## config.mk

```make
export PLATFORM = sky130hd
export DESIGN_NAME = prog_loader
export DESIGN_NICKNAME = d
export VERILOG_FILES = /design/src/rtl/prog_loader.sv
export SDC_FILE = /design/constraint.sdc
export NUM_CORES = 1
export LEC_CHECK = 0
export CAP_MARGIN = 0
export CORE_MARGIN = 3
export CORE_UTILIZATION = 50
export CTS_CLUSTER_DIAMETER = 80
export DETAILED_ROUTE_END_ITERATION = 10
export PLACE_DENSITY = 0.85
export SLEW_MARGIN = 20
export SYNTH_ARGS = -nofsm -noshare
export SYNTH_HDL_FRONTEND = slang
export SYNTH_SLANG_ARGS = --single-unit
```

## constraint.sdc

```tcl
create_clock -name clk -period 4.1 [get_ports clk]
set_input_delay 0.41 -clock clk [delete_from_list [all_inputs] [get_ports clk]]
set_output_delay 0.41 -clock clk [all_outputs]
set_load 0.02 [all_outputs]
```

## src/rtl/prog_loader.sv

```systemverilog
// ----------------------------------------------------------------------------
// prog_loader
//
// Purpose:
//   Loads a program image from a valid/ready word source into the processor's
//   program memory. A load holds the processor in clear, takes the memory port
//   away from the processor, streams len words to addresses 0..len-1, releases
//   the memory port for one cycle with the processor still cleared, and then
//   lets the processor run.
//
// Ports:
//   clk       - single clock, all state updates on its rising edge
//   clr       - asynchronous active-low reset
//   start     - single-cycle load request (honoured only in IDLE and RUN)
//   len       - number of words to load, sampled with start
//   in_valid  - source presents a word on in_data
//   in_data   - instruction word from the source
//   in_ready  - loader accepts a word this cycle (LOAD only)
//   mem_sel   - loader owns the memory port (external address/data mux select)
//   mem_addr  - memory write address (0 outside LOAD)
//   mem_din   - memory write data (0 outside LOAD)
//   mem_we    - memory write enable (LOAD only)
//   cpu_clr   - active-high clear to the processor
//   cpu_ce    - processor control-unit enable
//   busy      - high in CLEAR, LOAD and RELEASE
//   done      - one-cycle pulse in the first RUN cycle
//   err       - one-cycle pulse in the cycle after a rejected start
// ----------------------------------------------------------------------------
module prog_loader #(
   parameter int DEPTH      = 256,
   parameter int CLR_CYCLES = 4
) (
   input  logic        clk,
   input  logic        clr,
   input  logic        start,
   input  logic [8:0]  len,
   input  logic        in_valid,
   input  logic [15:0] in_data,
   output logic        in_ready,
   output logic        mem_sel,
   output logic [7:0]  mem_addr,
   output logic [15:0] mem_din,
   output logic        mem_we,
   output logic        cpu_clr,
   output logic        cpu_ce,
   output logic        busy,
   output logic        done,
   output logic        err
);

   localparam int CW = (CLR_CYCLES > 1) ? $clog2(CLR_CYCLES) : 1;

   typedef enum logic [2:0] {
      IDLE,
      CLEAR,
      LOAD,
      RELEASE,
      RUN
   } state_t;

   state_t        state;
   state_t        next_state;

   logic [8:0]    len_q;
   logic [8:0]    word_cnt;
   logic [7:0]    wr_ptr;
   logic [CW-1:0] clr_cnt;
   logic          done_q;
   logic          err_q;

   logic          start_cmd;
   logic          len_ok;
   logic          start_ok;
   logic          start_bad;
   logic          clr_last;
   logic          word_acc;
   logic          last_word;

   // A start only means something when no load is in progress; the length
   // check is the same from IDLE and from RUN.
   assign start_cmd = start && ((state == IDLE) || (state == RUN));
   assign len_ok    = (32'(len) <= DEPTH);
   assign start_ok  = start_cmd && len_ok;
   assign start_bad = start_cmd && !len_ok;

   // The clear counter starts at zero on entry, so the last CLEAR cycle is
   // the one where it reads CLR_CYCLES-1.
   assign clr_last  = (clr_cnt == CW'(CLR_CYCLES - 1));

   // in_ready is constantly high in LOAD, so in_valid alone marks an accepted
   // word. word_cnt is 9 bits so a 256-word load can recognise its last word
   // even though wr_ptr wraps back to zero after address 255.
   assign word_acc  = (state == LOAD) && in_valid;
   assign last_word = word_acc && (word_cnt == (len_q - 9'd1));

   // State register.
   always_ff @(posedge clk or negedge clr) begin
      if (!clr) begin
         state <= IDLE;
      end else begin
         state <= next_state;
      end
   end

   // Next-state logic. A zero-length load skips LOAD entirely once the clear
   // period has elapsed.
   always_comb begin
      next_state = state;
      case (state)
         IDLE: begin
            if (start_ok) next_state = CLEAR;
         end
         CLEAR: begin
            if (clr_last) next_state = (len_q == 9'd0) ? RELEASE : LOAD;
         end
         LOAD: begin
            if (last_word) next_state = RELEASE;
         end
         RELEASE: begin
            next_state = RUN;
         end
         RUN: begin
            if (start_ok) next_state = CLEAR;
         end
         default: begin
            next_state = IDLE;
         end
      endcase
   end

   // Datapath registers: latched length, clear counter, write pointer, word
   // counter, and the registered done/err pulses. done is raised for the cycle
   // after RELEASE, i.e. the first RUN cycle; err follows a rejected start by
   // one cycle so that reset can always force it low.
   always_ff @(posedge clk or negedge clr) begin
      if (!clr) begin
         len_q    <= '0;
         word_cnt <= '0;
         wr_ptr   <= '0;
         clr_cnt  <= '0;
         done_q   <= 1'b0;
         err_q    <= 1'b0;
      end else begin
         done_q <= (state == RELEASE);
         err_q  <= start_bad;
         if (start_ok) begin
            len_q    <= len;
            clr_cnt  <= '0;
            wr_ptr   <= '0;
            word_cnt <= '0;
         end else if ((state == CLEAR) && !clr_last) begin
            clr_cnt <= clr_cnt + CW'(1);
         end else if (word_acc) begin
            wr_ptr   <= wr_ptr + 8'd1;
            word_cnt <= word_cnt + 9'd1;
         end
      end
   end

   // Output decode. The defaults are the idle/reset values: processor held in
   // clear, memory port handed back to the processor, address and data
   // buses parked at zero.
   always_comb begin
      in_ready = 1'b0;
      mem_sel  = 1'b0;
      mem_addr = '0;
      mem_din  = '0;
      mem_we   = 1'b0;
      cpu_clr  = 1'b1;
      cpu_ce   = 1'b0;
      busy     = 1'b0;
      case (state)
         CLEAR: begin
            mem_sel = 1'b1;
            busy    = 1'b1;
         end
         LOAD: begin
            mem_sel  = 1'b1;
            busy     = 1'b1;
            in_ready = 1'b1;
            mem_addr = wr_ptr;
            mem_din  = in_data;
            mem_we   = in_valid;
         end
         RELEASE: begin
            busy = 1'b1;
         end
         RUN: begin
            cpu_clr = 1'b0;
            cpu_ce  = 1'b1;
         end
         default: begin
         end
      endcase
   end

   assign done = done_q;
   assign err  = err_q;

endmodule

```

==> flow_summary.ini <==
[synthesis]
yosys_most_used_dff = dfrtp_1
seq_area_frac_synth_pct = 42.2
synthCells = 208
syn_area_per_cell_um2 = 9.40
synth_async_sr_flop_share_pct = 100
yosys-top-cells-area = dfrtp_1 (42%), and2_1 (8.0%), xor2_1 (6.7%)
syn_area_mm2 = 0.00196
synth_top_area_cell = dfrtp_1
synth_fp_nets = 242
synth-seq-cells = 33
synth.distinct_cells = 39
yosysWarnings = 0
synth_top_area_share_pct = 42.2
synth_edf_count = 0

[critical_path]
r2r_slack_ps = 2060
cp_max_fo = 25
reg2regPathDepth = 7
cp-start-kind = flop
cpPeakStageDelay_ps = 600
required_ps = 3690
crit_type = reg2out
path_delay_family = simple AND/OR/NAND/NOR gates
regToRegStartpoint = len_q[0]$_DFFE_PN0P_
cpMaxStageDelayCell = clkdlybuf4s50_1
worst_r2r_endpoint = state[0]$_DFFE_PN0P_
critical_path_buf_inv_count = 1
crit_chain = nand2b_1 -> nor2_2 -> and2_1 -> clkdlybuf4s50_1
setup.worst_path.end_class = output port
cp_data_arrival_time_ps = 2360

[drt]
wl_per_cell_um = 14.2
via_per_inst = 5.26
postRouteAntennaNets = 0
drc_errors = 0
routed_wirelength_mm = 4.55
via_count = 1682
drt_iter0_drc = 88
drtPass1Iterations = 4

[hold_path]
hold_path.class = in2async

[pwr]
power.density_mw_per_mm2 = 504
ir_drop_mv = 0.287
leakage_uw = 0.00115

[floorplan]
pin_count = 61
die_w_um = 68.5
core_area_mm2 = 0.00372
fp.dieH_um = 68.5
start_util_pct = 52.6
rows = 22
die_area_mm2 = 0.00470

[global_route]
grtUsageTotal_pct = 20.5
grt_overflow = 0
grt_max_degree = 34
grt_first_pass_wirelength_mm = 7.14
grt_pass1_vias = 1611
antenna_found_initial = 0

[final_layout]
seq_area_um2 = 826
final_cell_mix = clkdlybuf4s50_1 (60), dfrtp_1 (33), and2_1 (25)
fillers = 290
layout_commonest_cell = clkdlybuf4s50_1
layout-drive-gt1-share_pct = 8.46
syn_to_final_growth_pct = 37.9
nNetsFinal = 305
diodes = 0
multi_input_area_mm2 = 0.00109

[sta]
finalHoldViolations = 0
tightest_slew_ps = 721
setup_viol_count_final = 0
skew_ps = 2.25
max_freq_ghz = 0.361
period_needed_ps = 2770
holdWs_ps = 517
relSlewSlack_pct = 51.9
drv_slew = 0
rsz0062_at_grt = false
setup_tns_ps = 0
finalCritPeriodShare_pct = 67.6

[cts]
clkSinkCount = 33
root_buffer = clkbuf_8
post_cts_buffers = 0
cts_max_level = 2
clkSlewWorstSetupHoldPaths_ps = 70
cts_tree = yes
cts-resized-gates = 0
cts.path.max_buffers = 2
numCtsBuffers = 5
cts-hold-fix-buffers = 0
clock_latency_ps = 290

[placed_design]
place_congestion = 0.793
io_buffers = 60
hpwl_mm = 3.40

[outcome]
status = complete, no violations

[flow_run]
max-cap-violations = 0
## power breakdown
part / leakage [uW] / switching (uW) / internal (uW)
Clock: 0.0000450 / 123 / 118
Sequential: 0.000436 / 117 / 409
Combinational: 0.000667 / 297 / 294
Total: 0.00115 / 537 / 821
## cells by family (layout without fill, tap and decap cells)
group	count (synthesis)	count (layout)	share of synthesized area [%]
compound gates	26	26	8.51
xor+xnor	22	22	9.85
fa+ha+maj	5	5	3.20
buf+inv	12	76	2.56
flops	33	33	42.2
mux	9	9	4.93
simple gates	101	101	28.7
## worst max path at each step
stage | start | slack (ps) | to | cells past startpoint
floorplan | state[0]$_DFFE_PN0P_ | 2260 | mem_addr[0] | 4
global placement | state[0]$_DFFE_PN0P_ | 1450 | mem_din[10] | 4
detailed placement | state[0]$_DFFE_PN0P_ | 1360 | mem_addr[7] | 4
CTS | state[0]$_DFFE_PN0P_ | 1010 | mem_addr[7] | 4
global route | state[0]$_DFFE_PN0P_ | 1150 | mem_din[11] | 4
finish | state[0]$_DFFE_PN0P_ | 1330 | mem_din[11] | 4
## routing by layer
metal / wire length [um] / GRT usage [%]
met5: 0 / 0
met3: 150 / 4.21
met1: 1920 / 24.1
met4: 76 / 9.18
met2: 2400 / 35.8
## worst register-to-register path: cells and delay by family (launching register included)
kind	cells	cell delay, ps
compound gates	1	310
mux	1	120
simple gates	3	680
flops	1	430
fa+ha+maj	1	290
buf+inv	1	110
## synthesized netlist by cell type, drive strengths merged, types with 5 or more instances
library cell,number
nand3,6
xnor2,7
nand2,14
and2,25
nand4,7
a21oi,9
dfrtp,33
o21ai,7
inv,5
xor2,15
nor2,26
ha,5
mux2,5
## metrics by stage
step / cell area, um^2 / setup WS (ps) / power (uW) / utilization, % / instances
2_1_floorplan: 1960 / 2260 / 913 / - / 208
3_3_place_gp: 2610 / 1450 / 1100 / 70.3 / 312
3_5_place_dp: 2610 / 1360 / 1120 / 70.3 / 312
4_1_cts: 2690 / 1010 / 1360 / 72.5 / 320
5_1_grt: 2700 / 1150 / 1450 / 72.6 / 320
6_report: 2700 / 1330 / 1360 / 72.6 / 320
## flip-flops by register name (all words and copies together) (netlist names)
register	count
clr_cnt	2
done	1
err	1
len_q	9
state	3
word_cnt	9
wr_ptr	8
## area by class of cell
class / count / area share [%]
clock buffer: 6 / 2.69
clock inverter: 2 / 0.371
inverter: 5 / 0.696
multi-input combinational: 163 / 40.3
sequential: 33 / 30.6
tap: 48 / 2.23
timing repair buffer: 63 / 23.1
No activity file was read; power rests on OpenSTA's default activity.
